==> src/rtl/cpu_pkg.sv <==
// Shared CPU constants: instruction memory geometry, halt word, loader FSM encodings.
// The decode stage uses HALT_WORD for halt detection; the loader uses it for padding.
package cpu_pkg;

  localparam int IMEM_DEPTH  = 512;
  localparam int IMEM_ADDR_W = 9;
  localparam int IMEM_DATA_W = 32;

  localparam logic [IMEM_DATA_W-1:0] HALT_WORD = 32'hFFFF_FFFF;

  localparam logic [1:0] LDR_IDLE = 2'd0;
  localparam logic [1:0] LDR_LOAD = 2'd1;
  localparam logic [1:0] LDR_PAD  = 2'd2;
  localparam logic [1:0] LDR_DONE = 2'd3;

  function automatic logic is_halt(input logic [IMEM_DATA_W-1:0] word);
    return word == HALT_WORD;
  endfunction

endpackage

==> src/rtl/imem_loader_if.sv <==
// Program word stream plus instruction RAM write port.
// master = host/bench side, slave = loader side.
interface imem_loader_if import cpu_pkg::*; #(
  parameter int ADDR_W = IMEM_ADDR_W,
  parameter int DATA_W = IMEM_DATA_W
);
  logic              s_valid;
  logic              s_ready;
  logic [DATA_W-1:0] s_data;
  logic              s_last;
  logic              ram_we;
  logic [ADDR_W-1:0] ram_addr;
  logic [DATA_W-1:0] ram_wdata;

  modport master (
    output s_valid, s_data, s_last,
    input  s_ready, ram_we, ram_addr, ram_wdata
  );

  modport slave (
    input  s_valid, s_data, s_last,
    output s_ready, ram_we, ram_addr, ram_wdata
  );
endinterface

==> src/rtl/imem_loader.sv <==
// Boot loader: streams program words into instruction RAM from address 0, pads the rest with HALT_WORD.
// RAM write is combinational from the handshake (0 cycles); s_ready drops outside LOAD or once the RAM is full.
module imem_loader import cpu_pkg::*; #(
  parameter int                DEPTH     = IMEM_DEPTH,
  parameter int                ADDR_W    = IMEM_ADDR_W,
  parameter int                DATA_W    = IMEM_DATA_W,
  parameter logic [DATA_W-1:0] HALT_WORD = cpu_pkg::HALT_WORD
) (
  input  logic              CLK,
  input  logic              RST_N,
  input  logic              start,
  imem_loader_if.slave      bus,
  output logic              cpu_run,
  output logic              done,
  output logic              overflow,
  output logic [ADDR_W:0]   word_count
);

  localparam logic [ADDR_W:0] PTR_END  = (ADDR_W+1)'(DEPTH);
  localparam logic [ADDR_W:0] PTR_LAST = (ADDR_W+1)'(DEPTH - 1);

  logic [1:0]      state, state_nxt;
  logic [ADDR_W:0] ptr;
  logic [ADDR_W:0] wc;
  logic            ovf;
  logic            done_q;

  logic full, xfer, pad_wr, start_ok, drop;

  assign full     = (ptr == PTR_END);
  assign xfer     = (state == LDR_LOAD) && bus.s_valid && !full;
  assign pad_wr   = (state == LDR_PAD);
  assign start_ok = start && ((state == LDR_IDLE) || (state == LDR_DONE));
  // A word offered after the RAM is full ends the load with overflow and is never written.
  assign drop     = (state == LDR_LOAD) && bus.s_valid && full;

  always_comb begin
    state_nxt = state;
    case (state)
      LDR_IDLE: if (start_ok) state_nxt = LDR_LOAD;
      LDR_LOAD: begin
        if (xfer && bus.s_last) state_nxt = (ptr == PTR_LAST) ? LDR_DONE : LDR_PAD;
        else if (drop)          state_nxt = LDR_DONE;
      end
      LDR_PAD:  if (ptr == PTR_LAST) state_nxt = LDR_DONE;
      LDR_DONE: if (start_ok) state_nxt = LDR_LOAD;
      default:  state_nxt = LDR_IDLE;
    endcase
  end

  always_ff @(posedge CLK or negedge RST_N) begin
    if (!RST_N) begin
      state  <= LDR_IDLE;
      ptr    <= '0;
      wc     <= '0;
      ovf    <= 1'b0;
      done_q <= 1'b0;
    end else begin
      state  <= state_nxt;
      done_q <= (state_nxt == LDR_DONE) && (state != LDR_DONE);
      if (start_ok) begin
        ptr <= '0;
        wc  <= '0;
        ovf <= 1'b0;
      end else begin
        if (xfer || pad_wr) ptr <= ptr + 1'b1;
        if (xfer)           wc  <= wc + 1'b1;
        if (drop)           ovf <= 1'b1;
      end
    end
  end

  assign bus.s_ready   = (state == LDR_LOAD) && !full;
  assign bus.ram_we    = xfer || pad_wr;
  assign bus.ram_addr  = ptr[ADDR_W-1:0];
  assign bus.ram_wdata = pad_wr ? HALT_WORD : (xfer ? bus.s_data : '0);

  assign cpu_run    = (state == LDR_DONE);
  assign done       = done_q;
  assign overflow   = ovf;
  assign word_count = wc;

endmodule

==> src/flat_wrapper.sv <==
// flat-port wrapper written by rule: the top's interface ports become plain ports
module imem_loader_flat import cpu_pkg::*;
#(
  parameter int                DEPTH     = IMEM_DEPTH,
  parameter int                ADDR_W    = IMEM_ADDR_W,
  parameter int                DATA_W    = IMEM_DATA_W,
  parameter logic [DATA_W-1:0] HALT_WORD = cpu_pkg::HALT_WORD
)
  (CLK, RST_N, start, cpu_run, done, overflow, word_count, bus_s_valid, bus_s_data, bus_s_last, bus_s_ready, bus_ram_we, bus_ram_addr, bus_ram_wdata);
  imem_loader_if #(.ADDR_W(ADDR_W), .DATA_W(DATA_W)) bus_i ();
  input  logic CLK;
  input  logic RST_N;
  input  logic start;
  output logic cpu_run;
  output logic done;
  output logic overflow;
  output logic [ADDR_W:0] word_count;
  input wire logic [$bits(bus_i.s_valid)-1:0] bus_s_valid;
  input wire logic [$bits(bus_i.s_data)-1:0] bus_s_data;
  input wire logic [$bits(bus_i.s_last)-1:0] bus_s_last;
  output wire logic [$bits(bus_i.s_ready)-1:0] bus_s_ready;
  output wire logic [$bits(bus_i.ram_we)-1:0] bus_ram_we;
  output wire logic [$bits(bus_i.ram_addr)-1:0] bus_ram_addr;
  output wire logic [$bits(bus_i.ram_wdata)-1:0] bus_ram_wdata;
  assign bus_i.s_valid = bus_s_valid;
  assign bus_i.s_data = bus_s_data;
  assign bus_i.s_last = bus_s_last;
  assign bus_s_ready = bus_i.s_ready;
  assign bus_ram_we = bus_i.ram_we;
  assign bus_ram_addr = bus_i.ram_addr;
  assign bus_ram_wdata = bus_i.ram_wdata;
  imem_loader #(.DEPTH(DEPTH), .ADDR_W(ADDR_W), .DATA_W(DATA_W), .HALT_WORD(HALT_WORD)) u_core (.CLK(CLK), .RST_N(RST_N), .start(start), .bus(bus_i), .cpu_run(cpu_run), .done(done), .overflow(overflow), .word_count(word_count));
endmodule
==> config.mk <==
export PLATFORM = sky130hd
export DESIGN_NAME = imem_loader_flat
export DESIGN_NICKNAME = d
export VERILOG_FILES = /design/src/rtl/cpu_pkg.sv /design/src/rtl/imem_loader_if.sv /design/src/rtl/imem_loader.sv /design/src/flat_wrapper.sv
export SDC_FILE = /design/constraint.sdc
export NUM_CORES = 1
export LEC_CHECK = 0
export CAP_MARGIN = 20
export CORE_UTILIZATION = 40
export CTS_BUF_LIST = sky130_fd_sc_hd__clkbuf_2
export CTS_CLUSTER_DIAMETER = 80
export DETAILED_ROUTE_END_ITERATION = 8
export HOLD_SLACK_MARGIN = 0.03
export PLACE_DENSITY = 0.82
export SYNTH_ARGS = -nofsm -noshare
export SYNTH_HDL_FRONTEND = slang
export SYNTH_SLANG_ARGS = --single-unit
==> constraint.sdc <==
create_clock -name CLK -period 2.4 [get_ports CLK]
set_input_delay 0.48 -clock CLK [delete_from_list [all_inputs] [get_ports CLK]]
set_output_delay 0.48 -clock CLK [all_outputs]
set_load 0.03 [all_outputs]
* Word-level counts from Yosys, hierarchy flattened
Cells that the tools add are included.
Storage, ports and cells: bits in registers 24, input port bits 37, output and inout bits 56, logic and storage cells 43
Cells by class: add/sub/neg operators 2, equal/unequal tests 7, mux-type cells 14, reductions and logical operators 15
Operators with widths (number):
- two-way mux 32 bit | 2
- two-way mux 10 bit | 4
- adder 10 x 1 -> 10 bit, second input constant | 2
- equality test 10 bit, second input constant | 1
- equality test 10 x 9 -> 1 bit, second input constant | 1
- two-way mux 2 bit | 4
- logical AND 1 bit | 7
- equality test 2 bit, second input constant | 3
- case mux 2 bit (3 select lines) | 1
- nonzero test 2 bit | 3
- two-way mux 1 bit | 3
- equality test 2 x 1 -> 1 bit, second input constant | 1
- zero test 2 bit | 1
- logical OR 1 bit | 2
- inequality test 2 bit, second input constant | 1
- OR reduction 2 bit | 1
- zero test 1 bit | 1

* Logic depth before layout (Yosys ltp)
Gate-level depths: netlist of the first run.
depth after elaboration 8, depth in mapped cells 7, depth with buffers taken out 6

* Worst setup path after synthesis of the first run
Ideal clock, no wire load.
kind register to output, from register u_core.ptr[0], to output bus_ram_wdata[10], arrival time 1.834 ns, required time 1.920 ns, setup slack 0.086 ns, cell stages (with the launch flop) 7, path buffers 1, path through dfrtp_1 -> inv_1 -> ha_1 -> nor3b_1 -> a31oi_1 -> clkbuf_1 -> a21o_1
Between the ends: word-level cells in the longest chain between the ends 5
RTL lines:
- from (decl) | RTL line imem_loader.sv:23 | logic [ADDR_W:0] ptr;
- from (signal assigned) | RTL line imem_loader.sv:66 | if (xfer || pad_wr) ptr <= ptr + 1'b1;
- equality test 10 bit | RTL line imem_loader.sv:30 | assign full = (ptr == PTR_END);
- zero test 1 bit | RTL line imem_loader.sv:31 | assign xfer = (state == LDR_LOAD) && bus.s_valid && !full;
- logical AND 1 bit | RTL line imem_loader.sv:31
- two-way mux 32 bit (2 in a row) | RTL line imem_loader.sv:76 | assign bus.ram_wdata = pad_wr ? HALT_WORD : (xfer ? bus.s_data : '0);
- to (decl) | RTL line flat_wrapper.sv:24 | output wire logic [$bits(bus_i.ram_wdata)-1:0] bus_ram_wdata;
Every way passes these cells.

* Final worst setup path of the first run
from register u_core.ptr[1], to output bus_ram_wdata[28]
Same word-level chain as after synthesis.

==> key figures, run 1 <==
Power and ir drop
  – Power Density: 1180 nW/um^2
  – Worst VDD drop: 0.000973 V
  – Static Leak: 1.52 nW
  – Power, Total: 3.63 mW

Placement
  – IO Port Bufs: 92
  – Gp weighted congestion: 0.735
  – # placed instances: 325
  – Placement Setup Slack: 0.0301 ns
  – Final HPWL DP: 3350 um

Timing
  – Worst slew pin tran: 0.598 ns
  – RSZ-0062 raised after global routing: true
  – Tcrit/Tclk final: 108%
  – Slew margin rel.: 60.2%
  – Fmax: 387 MHz
  – Fin. max-slew vios: 0
  – Setup violators final: 32
  – Min Tclk post-route: 2.58 ns
  – Final Hold Viols: 0
  – Clock skew: 0.00514 ns
  – Min setup slack post-route: -0.184 ns

Die
  – Die Area: 4540 um^2
  – DIE HEIGHT: 67.4 um
  – Die X: 67.4 um
  – Row cnt: 23
  – Ports: 93
  – CORE AREA: 4060 um^2
  – Initial Util: 42.2%

Yosys
  – Post-Synth XOR/XNOR Area: 3.58%
  – Top-area cell type share of the netlist area: 35.1%
  – Largest family of logic cells by synthesized area: compound AO/OA/AOI/OAI gates
  – Yosys Warn Count: 0
  – Synthesized area: 1710 um^2
  – Most used DFF post-synth: dfrtp_1
  – Commonest cells in the netlist: 32 x a21o_1, 24 x dfrtp_1, 12 x nand2_1, 12 x nor2_1
  – Syn_area_per_cell: 8.87 um^2
  – Post-synthesis register bit count: 24
  – Adder-cell share of the synthesized area: 5.12%
  – Synth unique cells: 39
  – Largest cells by area after synthesis: dfrtp_1 35%, a21o_1 14%, ha_1 5.1%, buf_4 3.9%, xnor2_1 3.6%
  – Syn nets: 237
  – Cell taking the most area after synthesis: dfrtp_1
  – Simple logic cell fraction of the synthesized area: 19.5%
  – Asr flop ratio synth: 100%
  – Count leader, synth: a21o_1
  – Mapped Cells: 193
  – Post-synthesis compound-gate area fraction: 27.9%
  – Number of flops mapped to enable cells by yosys: 0
  – Multiplexer area fraction after synthesis: 0.585%
  – Post-synthesis sequential area ratio: 35.1%

Drt
  – Wirelength per Cell: 16.3 um
  – DRC: 0
  – DRC marker count from the first detailed-route iteration: 81
  – Routed vias/inst: 5.48
  – Pre-antenna DRT Iters: 6
  – Total number of vias: 1952
  – Final wirelength: 5800 um
  – Final ANT Viol Nets: 0

Critical path
  – Worst Setup End Kind: primary output
  – Worst Path Arrival: 2.10 ns
  – Beginning of the critical path: u_core.ptr[1]
  – Worst r2r path cells: 11
  – Worst setup path class: reg -> out
  – Worst endpoint required time: 1.92 ns
  – FF-to-FF Start: u_core.ptr[1]
  – CP Max Fanout: 6
  – Startpoint type of the worst setup path: flop

Run
  – Max-cap viol count: 0

Final layout
  – # diodes: 0
  – Layout cell share with drive strength beyond 1: 29.7%
  – Nets: 351
  – Non-Filler Instances: 356
  – Area grow syn2layout: 79.5%
  – Layout Utilization: 75.7%

Global routing
  – Pin count of the biggest net entering global routing: 33
  – First-pass GRT wire length: 8390 um
  – Tot GR Track Use: 24.2%
  – Initial antenna violation count: 0
  – GRT overflow: 0
  – Vias in the first global route: 1852

Clock tree
  – Max Buffers Root-to-Sink: 2
  – Htree depth: 1
  – TritonCTS clock tree: yes
  – Clk root buf: clkbuf_2
  – CTS Buf Count: 3
  – Clk pin slew, worst setup/hold paths: 0.24 ns
  – Clk_lat worst skew: 0.36 ns
  – Cts hold-fix bufs: 0
  – Num Clock Sinks: 24

Outcome
  – Status: complete, but fails checks
  – Failing checks: negative setup slack

Worst hold path
  – Hold WC Path Type: in -> async
path summary, 6_finish.rpt:
path,to,slack [ns]
hold / removal,u_core.done,0.43
setup reg to reg,u_core.word_count[4],0.20
min in group CLK,u_core.overflow,0.53
hold reg to reg,u_core.overflow,0.53
setup / recovery,bus_ram_wdata[28],-0.18
max in group asynchronous,u_core.ptr[7],1.70
repair_timing:
item,in CTS,in global routing
setup endpoints to repair,34,34
cloned,3,1
pin swaps,7,29
setup buffers,12,15
resized for setup,49,23
cell type report:
cell class                 instances  area (um^2)
clock buffer                       3         15.0
clock inverter                     1         3.75
fill                             295          986
inverter                           8         30.0
multi-input combinational        141         1050
sequential                        24          603
tap                               50         62.6
timing repair buffer             129         1310
cells in the final DEF, fill, tap and decap left out, drive strengths merged, types with 3 or more instances in the layout:
cell,instances
buf,70
clkdlybuf4s50,58
a21o,32
dfrtp,24
nor2,12
nand2,12
a21oi,9
inv,8
xnor2,7
ha,7
nand4,5
nand3,5
a31o,5
and2,4
o21ai,4
o31ai,4
or4,3
nor2b,3
nor3,3
clkbuf,3
nor4b,3
nor4,3
flip-flops by register name, indices dropped and copies added, names as in the netlist:
register           flops
u_core.ptr            10
u_core.word_count     10
u_core.state           2
u_core.done            1
u_core.overflow        1
power breakdown:
group          internal (mW)  total (mW)  leakage, nW  switching [mW]
logic                   1.35        2.95         1.18            1.60
clock network         0.0362       0.167       0.0140           0.131
registers              0.457       0.510        0.326          0.0532
total                   1.85        3.63         1.52            1.78
stage by stage:
step | area (um^2) | setup TNS, ns | hold slack (ns)
floorplan | 1710 | 0 | 0.184
global placement | 2610 | 0 | 0.500
detailed placement | 2610 | 0 | 0.508
CTS | 2970 | -2.65 | 0.464
global route | 3070 | -7.44 | 0.448
finish | 3070 | -4.02 | 0.435
routing by layer:
metal / vias to the layer above / GRT usage (%) / wire, um
met5: - / 0 / 0
met4: 0 / 8.51 / 78
met3: 6 / 4.56 / 414
met2: 92 / 43.1 / 2990
met1: 933 / 28.8 / 2320
li1: 921 / - / -
worst max-delay path: stages (launching register included):
cell	delay [ns]
dfrtp_1	0.45
inv_2	0.08
ha_4	0.13
nor3b_4	0.22
buf_6	0.14
a31oi_4	0.11
buf_6	0.15
buf_6	0.13
a21o_1	0.20
buf_6	0.14
logic make-up after synthesis:
group,count (synthesis)
AO/OA/AOI/OAI,66
XOR/XNOR,7
adder cells (fa/ha/maj),7
buffers and inverters,28
flip-flops,24
multiplexers,1
AND/OR/NAND/NOR,60
(Power assumes the default switching activity.)
==> inputs of run 2 (changes only) <==
--- a/config.mk
+++ b/config.mk
@@ -9,8 +9,8 @@
 export CORE_UTILIZATION = 40
 export CTS_BUF_LIST = sky130_fd_sc_hd__clkbuf_2
 export CTS_CLUSTER_DIAMETER = 80
+export CTS_CLUSTER_SIZE = 16
 export DETAILED_ROUTE_END_ITERATION = 8
-export HOLD_SLACK_MARGIN = 0.03
 export PLACE_DENSITY = 0.82
 export SYNTH_ARGS = -nofsm -noshare
 export SYNTH_HDL_FRONTEND = slang
==> results of run 2 <==
Final layout, timing and power as in run 1 (identical DEF).
==> inputs of run 3 (changes only) <==
==> constraint.sdc (replaced) <==
create_clock -name CLK -period 2.6 [get_ports CLK]
set_input_delay 0.52 -clock CLK [delete_from_list [all_inputs] [get_ports CLK]]
set_output_delay 0.52 -clock CLK [all_outputs]
set_load 0.03 [all_outputs]
==> run 3 against run 2 <==
  * Non-clock buffer count shrank 17
  * Largest cell class unchanged
  * Worst hold slack gained 0.056 ns
  * Combinational power is 12% lower
  * Power decreased by 11%
  * Register-to-register slack improved by 0.36 ns
  * Critical path depth unchanged
  * The flow now finishes without violations
  * Setup slack improved by 0.22 ns
  * Critical endpoint is now bus_ram_wdata[0]
  * Sequential cell count unchanged
  * Clock power shrank 12%
  * Global-route usage fell by 3.0 points
==> key figures, run 3 (synthesized netlist as in run 1, its figures left out) <==
Critical path
  – Internal reg-to-reg setup slack: 0.56 ns
  – Worst Path Arrival: 2.04 ns
  – Crit path top cell by count: buf_6
  – Worst setup path class: reg -> out
  – Startpoint type of the worst setup path: flop
  – CP bufs+invs: 5
  – CP Cell Sequence: inv_2 > ha_4 > nor3b_4 > buf_6 > a31oi_4 > buf_12 > clkbuf_16 > a21o_1 > buf_6
  – Max incr delay on CP: 0.45 ns
  – CP max stage cell: dfrtp_1
  – Worst Setup End Kind: primary output
  – Worst endpoint required time: 2.08 ns
  – CP Max Fanout: 6
  – Critical path's top delay family: buffers and inverters

Final layout
  – Non-Filler Instances: 339
  – Nets: 334
  – # diodes: 0
  – Layout cell share with drive strength beyond 1: 24.6%
  – Area grow syn2layout: 72.1%
  – Fin area: 2950 um^2
  – Commonest non-fill, non-tap cell in the layout: clkdlybuf4s50_1
  – Most frequent cells in the layout: 58 x clkdlybuf4s50_1, 34 x buf_6, 32 x a21o_1

Global routing
  – GRT overflow: 0
  – Met1 GRT Util: 26.7%
  – M3 GR Usage: 3.89%
  – Vias in the first global route: 1667
  – Initial antenna violation count: 0
  – Pin count of the biggest net entering global routing: 34
  – Global Route met2 Usage: 37.9%
  – Tot GR Track Use: 21.3%
  – First-pass GRT wire length: 7450 um
  – Busiest layer in global routing: met2

Timing
  – Slew margin rel.: 62.0%
  – Min Tclk post-route: 2.56 ns
  – Final Hold Viols: 0
  – Setup violators final: 0
  – Hold Slack: 0.490 ns
  – Fmax: 391 MHz
  – Worst slew pin tran: 0.571 ns
  – RSZ-0062 raised after global routing: true
  – Fin. max-slew vios: 0
  – Clock skew: 0.0172 ns
  – Tcrit/Tclk final: 98.5%
  – Min setup slack post-route: 0.0393 ns

Die
  – Initial Util: 42.2%
  – Row cnt: 23
  – Die Area: 4540 um^2
  – Ports: 93
  – Die X: 67.4 um
  – DIE HEIGHT: 67.4 um
  – CORE AREA: 4060 um^2

Drt
  – Final ANT Viol Nets: 0
  – DRC: 0
  – DRC marker count from the first detailed-route iteration: 72
  – Pre-antenna DRT Iters: 4
  – Routed vias/inst: 5.57
  – Final wirelength: 5340 um
  – Total number of vias: 1888
  – Wirelength per Cell: 15.7 um

Clock tree
  – CTS Buf Count: 3
  – Clk pin slew, worst setup/hold paths: 0.24 ns
  – Clk root buf: clkbuf_2
  – Cts hold-fix bufs: 0
  – Max Buffers Root-to-Sink: 2
  – TritonCTS clock tree: yes
  – Clk_lat worst skew: 0.34 ns
  – Num Clock Sinks: 24
  – Htree depth: 1

Run
  – Max-cap viol count: 0

Placement
  – Final HPWL DP: 3490 um
  – Placement Setup Slack: 0.118 ns
  – Gp weighted congestion: 0.772
  – IO Port Bufs: 92
  – Placed inst area: 2580 um^2
  – # placed instances: 322

Power and ir drop
  – Power, Total: 3.22 mW
  – Static Leak: 1.44 nW
  – Power Density: 1090 nW/um^2
  – Worst VDD drop: 0.00102 V

Outcome
  – Status: finished clean

Worst hold path
  – Hold WC Path Type: in -> async
-- run 3: metal layers --
metal	wire length, um	vias up
li1	-	890
met1	2120	895
met2	2710	95
met3	420	8
met4	85	0
met5	0	-
-- run 3: through the flow --
step,utilization (%),TNS [ns]
after detailed placement,63.6,0
final,72.6,0
after global routing,72.6,-0.158
after floorplan,-,0
after global placement,63.6,0
after CTS,65.5,0
-- run 3: final cells by class --
cell class / instances / area [um^2]
repair buffers: 112 / 1210
fillers: 310 / 1110
multi-input cells: 141 / 1020
flip-flops and latches: 24 / 604
well taps: 50 / 62.6
inverters: 8 / 30.0
clock buffers: 3 / 15.0
clock inverters: 1 / 3.75
-- run 3: what timing repair did --
action | in CTS | in global routing
resized for setup | 4 | 41
buffers inserted | 3 | 5
gates cloned | 1 | 4
setup endpoints to repair | 34 | 33
pin swaps | 1 | 26
-- run 3: where the power goes --
| group | switching [mW] | total (mW) | internal [mW] |
|---|---|---|---|
| clock network | 0.114 | 0.147 | 0.0334 |
| logic | 1.43 | 2.60 | 1.17 |
| registers | 0.0460 | 0.467 | 0.421 |
-- run 3: worst paths after layout --
kind / start / end / depth (start not counted)
worst max-delay path: u_core.ptr[1] / bus_ram_wdata[0] / 9
worst min-delay path: RST_N / u_core.word_count[9] / 2
worst max register to register: u_core.ptr[1] / u_core.done / 7
worst min register to register: u_core.overflow / u_core.overflow / 2
max in group asynchronous: RST_N / u_core.ptr[4] / 2
min in group CLK: u_core.overflow / u_core.overflow / 2
